<file path="src/rtl/othello_io_bridge.sv">
// othello_io_bridge
// Data-side companion of the single-cycle CPU. It holds the I/O registers
// (keyboard FIFO, status, LEDs, millisecond timer), buffers CPU VRAM writes
// until scanout blanking, and muxes RAM/VRAM/I/O read data back to the CPU.
// Ports:
//   clk, clrn                   clock, async active-low reset
//   m_addr, d_t_mem             CPU address / write data
//   io_rdn, io_wrn              active-low I/O read / write strobes
//   rvram, wvram                CPU VRAM read / write
//   ram_rdata, vram_rdata       read data from data RAM / VRAM
//   d_f_mem                     combinational read data to CPU
//   key_valid, key_code         PS/2 scancode strobe and value
//   vga_blank                   scanout is not reading VRAM
//   vram_raddr                  combinational VRAM read address
//   vram_we/waddr/wdata         registered VRAM write port
//   led                         LED register
module othello_io_bridge #(
  parameter int unsigned KEY_DEPTH  = 8,
  parameter int unsigned VBUF_DEPTH = 4,
  parameter int unsigned VRAM_AW    = 13,
  parameter int unsigned TICK_DIV   = 50000
) (
  input  logic               clk,
  input  logic               clrn,
  input  logic [31:0]        m_addr,
  input  logic [31:0]        d_t_mem,
  input  logic               io_rdn,
  input  logic               io_wrn,
  input  logic               rvram,
  input  logic               wvram,
  input  logic [31:0]        ram_rdata,
  output logic [31:0]        d_f_mem,
  input  logic               key_valid,
  input  logic [7:0]         key_code,
  input  logic               vga_blank,
  input  logic [31:0]        vram_rdata,
  output logic [VRAM_AW-1:0] vram_raddr,
  output logic               vram_we,
  output logic [VRAM_AW-1:0] vram_waddr,
  output logic [31:0]        vram_wdata,
  output logic [15:0]        led
);

  localparam int unsigned KAW = $clog2(KEY_DEPTH);
  localparam int unsigned KCW = KAW + 1;
  localparam int unsigned VAW = $clog2(VBUF_DEPTH);
  localparam int unsigned VCW = VAW + 1;
  localparam int unsigned PW  = (TICK_DIV > 1) ? $clog2(TICK_DIV) : 1;
  localparam int unsigned VEW = VRAM_AW + 32;

  localparam logic [KCW-1:0] KEY_FULL  = KCW'(KEY_DEPTH);
  localparam logic [VCW-1:0] VBUF_FULL = VCW'(VBUF_DEPTH);
  localparam logic [PW-1:0]  PRESC_MAX = PW'(TICK_DIV - 1);

  typedef enum logic [2:0] {
    IO_KEY    = 3'd0,
    IO_STATUS = 3'd1,
    IO_LED    = 3'd2,
    IO_TIMER  = 3'd3
  } io_sel_e;

  io_sel_e sel;
  assign sel        = io_sel_e'(m_addr[4:2]);
  assign vram_raddr = m_addr[VRAM_AW+1:2];

  logic unused_addr;
  assign unused_addr = ^{m_addr[31:VRAM_AW+2], m_addr[1:0]};

  logic io_rd, io_wr;
  assign io_rd = !io_rdn;
  assign io_wr = !io_wrn;

  // ---------------- keyboard FIFO ----------------
  logic [7:0]     key_mem [KEY_DEPTH];
  logic [KAW-1:0] key_wptr, key_rptr;
  logic [KCW-1:0] key_count;
  logic           key_ovf;
  logic           key_empty, key_full, key_pop, key_push, key_drop;

  assign key_empty = (key_count == '0);
  assign key_full  = (key_count == KEY_FULL);
  assign key_pop   = io_rd && (sel == IO_KEY) && !key_empty;
  // A pop in the same cycle frees the slot, so a push into a full FIFO
  // is still accepted; the written slot is the one being popped.
  assign key_push  = key_valid && (!key_full || key_pop);
  assign key_drop  = key_valid && key_full && !key_pop;

  always_ff @(posedge clk) begin
    if (key_push) key_mem[key_wptr] <= key_code;
  end

  // ---------------- VRAM write buffer ----------------
  logic [VEW-1:0] vbuf_mem [VBUF_DEPTH];
  logic [VAW-1:0] vbuf_wptr, vbuf_rptr;
  logic [VCW-1:0] vbuf_count;
  logic           vbuf_ovf;
  logic           vbuf_empty, vbuf_full, vbuf_drain, vbuf_push, vbuf_drop;

  assign vbuf_empty = (vbuf_count == '0);
  assign vbuf_full  = (vbuf_count == VBUF_FULL);
  assign vbuf_drain = vga_blank && !vbuf_empty;
  assign vbuf_push  = wvram && (!vbuf_full || vbuf_drain);
  assign vbuf_drop  = wvram && vbuf_full && !vbuf_drain;

  always_ff @(posedge clk) begin
    if (vbuf_push) vbuf_mem[vbuf_wptr] <= {m_addr[VRAM_AW+1:2], d_t_mem};
  end

  logic status_wr, led_wr, timer_wr;
  assign status_wr = io_wr && (sel == IO_STATUS);
  assign led_wr    = io_wr && (sel == IO_LED);
  assign timer_wr  = io_wr && (sel == IO_TIMER);

  logic [PW-1:0] presc;
  logic [31:0]   ms_count;

  always_ff @(posedge clk or negedge clrn) begin
    if (!clrn) begin
      key_wptr   <= '0;
      key_rptr   <= '0;
      key_count  <= '0;
      key_ovf    <= 1'b0;
      vbuf_wptr  <= '0;
      vbuf_rptr  <= '0;
      vbuf_count <= '0;
      vbuf_ovf   <= 1'b0;
      vram_we    <= 1'b0;
      vram_waddr <= '0;
      vram_wdata <= '0;
      led        <= '0;
      presc      <= '0;
      ms_count   <= '0;
    end else begin
      if (key_push) key_wptr <= key_wptr + KAW'(1);
      if (key_pop)  key_rptr <= key_rptr + KAW'(1);
      case ({key_push, key_pop})
        2'b10:   key_count <= key_count + KCW'(1);
        2'b01:   key_count <= key_count - KCW'(1);
        default: key_count <= key_count;
      endcase

      if (vbuf_push)  vbuf_wptr <= vbuf_wptr + VAW'(1);
      if (vbuf_drain) vbuf_rptr <= vbuf_rptr + VAW'(1);
      case ({vbuf_push, vbuf_drain})
        2'b10:   vbuf_count <= vbuf_count + VCW'(1);
        2'b01:   vbuf_count <= vbuf_count - VCW'(1);
        default: vbuf_count <= vbuf_count;
      endcase

      vram_we <= vbuf_drain;
      if (vbuf_drain) {vram_waddr, vram_wdata} <= vbuf_mem[vbuf_rptr];

      // A fresh overflow in the clearing cycle wins so it is never lost.
      if (status_wr) begin
        key_ovf  <= 1'b0;
        vbuf_ovf <= 1'b0;
      end
      if (key_drop)  key_ovf  <= 1'b1;
      if (vbuf_drop) vbuf_ovf <= 1'b1;

      if (led_wr) led <= d_t_mem[15:0];

      if (timer_wr) begin
        ms_count <= d_t_mem;
        presc    <= '0;
      end else if (presc == PRESC_MAX) begin
        ms_count <= ms_count + 32'd1;
        presc    <= '0;
      end else begin
        presc <= presc + PW'(1);
      end
    end
  end

  // ---------------- read mux ----------------
  logic [31:0] io_rdata;
  always_comb begin
    io_rdata = '0;
    case (sel)
      IO_KEY:    io_rdata = key_empty ? '0 : {23'b0, 1'b1, key_mem[key_rptr]};
      IO_STATUS: io_rdata = {16'b0, 8'(vbuf_count), 5'(key_count),
                             key_ovf, vbuf_ovf, vbuf_empty};
      IO_LED:    io_rdata = {16'b0, led};
      IO_TIMER:  io_rdata = ms_count;
      default:   io_rdata = '0;
    endcase
  end

  always_comb begin
    d_f_mem = ram_rdata;
    if (rvram)      d_f_mem = vram_rdata;
    else if (io_rd) d_f_mem = io_rdata;
  end

endmodule

</file>
<file path="config.mk">
export PLATFORM = sky130hd
export DESIGN_NAME = othello_io_bridge
export DESIGN_NICKNAME = d
export VERILOG_FILES = /design/src/rtl/othello_io_bridge.sv
export SDC_FILE = /design/constraint.sdc
export NUM_CORES = 1
export LEC_CHECK = 0
export CAP_MARGIN = 20
export CELL_PAD_IN_SITES_DETAIL_PLACEMENT = 0
export CELL_PAD_IN_SITES_GLOBAL_PLACEMENT = 2
export CORE_MARGIN = 8
export CORE_UTILIZATION = 30
export CTS_CLUSTER_DIAMETER = 200
export DETAILED_ROUTE_END_ITERATION = 16
export DONT_BUFFER_PORTS = 1
export PLACE_DENSITY_LB_ADDON = 0.1
export SYNTH_ARGS = -nofsm -noshare
export SYNTH_HDL_FRONTEND = slang
export SYNTH_SLANG_ARGS = --single-unit
</file>
<file path="constraint.sdc">
create_clock -name clk -period 2.5 [get_ports clk]
set_clock_uncertainty 0.05 [all_clocks]
set_input_delay 0.5 -clock clk [delete_from_list [all_inputs] [get_ports clk]]
set_output_delay 0.5 -clock clk [all_outputs]
set_load 0.1 [all_outputs]
</file>
==> results by group <==
Layout
  – Area Growth Syn to Fin: 27.9%
  – Leading cell types in the layout, fill and taps excluded: 244 x edfxtp_1, 123 x dfrtp_1, 75 x mux2_2
  – FILL cells: 5,026
  – Non-Filler Instances: 1,916
  – Sequential Area: 0.0106 sq mm
  – Final Instance Area: 0.0207 sq mm
  – Commonest non-fill, non-tap cell in the layout: edfxtp_1
  – Layout cells sized above 1: 34.4%
  – Net count reported at finish: 1,338
  – Multi-input combinational cell area: 0.00579 sq mm

Detailed routing
  – Top routing layer in use: met5
  – Drc violations: 0
  – Via count: 9,406
  – Antenna Nets Post-Route: 0
  – DRT Pass-1 Iters: 4
  – Drt via density: 4.91
  – Metal2 WL: 23,100 um
  – Routed wire per std cell: 24.9 um
  – Initial drt markers: 563
  – Metal3 WL: 3220 um
  – Routed wire length: 47,800 um
  – DRT met1 WL: 20,600 um

Place
  – Placed cell count: 1,775
  – PortBufs: 0
  – RD Place Congestion: 0.706
  – Setup WS pre-CTS: 51.6 ps
  – Post-DP HPWL: 31,100 um
  – Area after DPL: 0.0185 sq mm

STA
  – Setup TNS Final: -3410 ps
  – Fin. max-slew vios: 0
  – Hold slack: -414 ps
  – Fmax achieved: 0.341 GHz
  – Period utilisation layout: 117%
  – Hold Vio Cnt, Final: 129
  – Final Setup Violations: 10
  – Period minus WS final: 2930 ps
  – RSZ-0062 raised after global routing: yes
  – Max_slew headroom: 34.6%
  – Worst Slack Setup Final: -433 ps
  – Worst-Margin Slew: 981 ps

Hold path
  – HP Class: in -> async

Power and ir drop
  – Max VDD drop: 0.435 mV
  – Leak Pwr: 7.40 nW
  – PD cells: 1210 mW/mm^2

Synth
  – Synthesized area: 0.0162 sq mm
  – Post-Synth Simple-Gate Area: 8.46%
  – Synth Net Count: 1,204
  – Post-synthesis xor/xnor area fraction: 3.03%
  – Synth Area per Inst: 15.4 sq um
  – Synth Area in Compound Gates: 4.94%
  – Post-Synthesis Cells: 1,049
  – Seq cells post-synth: 373
  – Multiplexer share of the synthesized area: 14.6%
  – Synth Area in Adders: 0.896%
  – Netlist cell types: 54
  – Largest family of logic cells by synthesized area: multiplexers
  – Seq/Total Area, Yosys: 65.2%
  – Warnings from Yosys: 0

Critical path
  – Max Fanout on Critical Path: 5
  – Worst path top cell family by delay: multiplexers
  – CP endpoint kind: primary output
  – Startpoint types: register
  – Critical path class: reg -> out
  – Worst EP arrival: 2380 ps
  – Most used cell, CP: buf_12
  – Slowest stage cell, crit path: mux4_2
  – Crit-path cells: buf_12, mux4_2, mux2_4, nand2_4, a31oi_4, buf_12
  – Critical path buffers and inverters: 2
  – CP max stage delay: 510 ps
  – Critical Path RT: 1950 ps

Floorplanning
  – Die H: 248 um
  – Die ar.: 0.0617 sq mm
  – Die Wd: 248 um
  – Cell row count: 85
  – I/O pins: 251
  – Core ar.: 0.0536 sq mm
  – Starting density of the core: 30.2%

Global route
  – Total gr overflow: 0
  – Initial antenna violation count: 2
  – Largest net degree at the start of global routing: 130
  – Vias in the first global route: 9,971
  – Total global-route track usage: 15.5%
  – First-pass GRT wire length: 70,000 um

CTS
  – CTS buffer count: 44
  – Reg clk slew, reported paths: 60 ps
  – Max Root-Sink Buffers: 3
  – Root Driver: clkbuf_16
  – Hold_buf cts: 53
  – Skew-Pair Late Insertion Delay: 570 ps
  – TritonCTS Sinks: 373
  – H-tree lvl count: 2
  – CTS tree: yes

Run status
  – Outcome: finished with violations
  – Failing checks: hold timing, setup timing

Run
  – Max cap viols: 0
## sequential cells by signal (all words and copies together) (netlist names), 4 cells and up
register / cells
key_count: 4
key_mem: 64
led: 16
ms_count: 32
presc: 16
vbuf_mem: 180
vram_waddr: 13
vram_wdata: 32
## where the power goes
group          internal, mW  switching [mW]  total (mW)
Clock                  3.94            2.64        6.58
Sequential             8.08            3.28        11.4
Combinational          3.11            3.91        7.02
## per-stage QoR
step | utilization, % | power, mW
after floorplan | - | 16.1
after global placement | 34.4 | 18.2
after detailed placement | 34.4 | 18.3
after CTS | 38.7 | 25.5
after global routing | 38.6 | 26.1
final | 38.6 | 25.0
## path summary, 6_finish.rpt
kind | start | end | slack [ps] | cells after the start
max | key_rptr[0] | d_f_mem[6] | -430 | 6
min | clrn | vram_wdata[6] | -410 | 0
max reg2reg | presc[0] | ms_count[26] | 300 | 6
min reg2reg | presc[0] | presc[0] | 400 | 1
max in group asynchronous | clrn | key_rptr[0] | 2490 | 0
min in group clk | d_t_mem[0] | ms_count[0] | 30 | 2
## per-layer routing
metal  global-route usage, %  vias up
met5                       0        -
li1                        -     4275
met4                    3.31        2
met2                    26.0      245
met1                    20.1     4831
met3                    4.08       53
## cell usage after synthesis (all sizes together)
cell type | instances | area [sq um]
edfxtp | 244 | 7330
dfrtp | 129 | 3230
mux2 | 86 | 968
nand2 | 82 | 308
mux4 | 61 | 1370
o21ai | 49 | 260
xnor2 | 44 | 385
buf | 40 | 253
nor2 | 39 | 154
a21oi | 38 | 190
clkbuf | 37 | 140
a22oi | 26 | 195
inv | 20 | 75.1
nor4 | 19 | 259
nor3 | 17 | 85.1
nand3 | 16 | 85.1
nand4 | 13 | 133
xor2 | 12 | 105
and3 | 10 | 62.6
ha | 10 | 125
a31oi | 8 | 50.1
and2 | 8 | 50.1
and4 | 7 | 62.6
a221oi | 6 | 52.6
nor3b | 4 | 30.0
nor4b | 4 | 65.1
a22o | 3 | 26.3
mux2i | 3 | 30.0
nor2b | 3 | 18.8
or3 | 2 | 12.5
or4 | 2 | 15.0
a211oi | 1 | 7.51
a221o | 1 | 10.0
and4b | 1 | 10.0
fa | 1 | 20.0
nand2b | 1 | 6.26
o31ai | 1 | 7.51
or4b | 1 | 13.8
## timing repair
item | CTS | global route
setup buffers | 5 | 0
resized for setup | 39 | 5
setup endpoints to repair | 16 | 14
endpoints found under the hold margin | 397 | 129
gates cloned | 2 | 0
pin swaps | 13 | 4
## final cells by class
cell class / instances / area share (%)
clock buffers: 58 / 5.62
well taps: 696 / 4.20
multi-input cells: 579 / 27.9
inverters: 20 / 0.362
clock inverters: 24 / 1.52
repair buffers: 165 / 9.34
flip-flops and latches: 373 / 51.0
diodes: 1 / 0.0121
## worst reg2reg max path, cell delays in order (launching register included)
cell and delay [ps]:
dfrtp_1 360, ha_1 240, and3_1 410, nand4_4 390, nor4_4 390, xnor2_1 150, o21ai_1 70
## kinds of logic (layout without fill, tap and decap cells)
family | count (synthesis) | in the layout
AOI/OAI and AO/OA | 133 | 133
xor gates and xnor gates | 56 | 56
adders and majority gates | 11 | 11
buffers and inverters | 97 | 267
DFF | 373 | 373
muxes | 150 | 150
other | 0 | 1
and+or+nand+nor | 229 | 229
No activity file was read; power rests on OpenSTA's default activity.
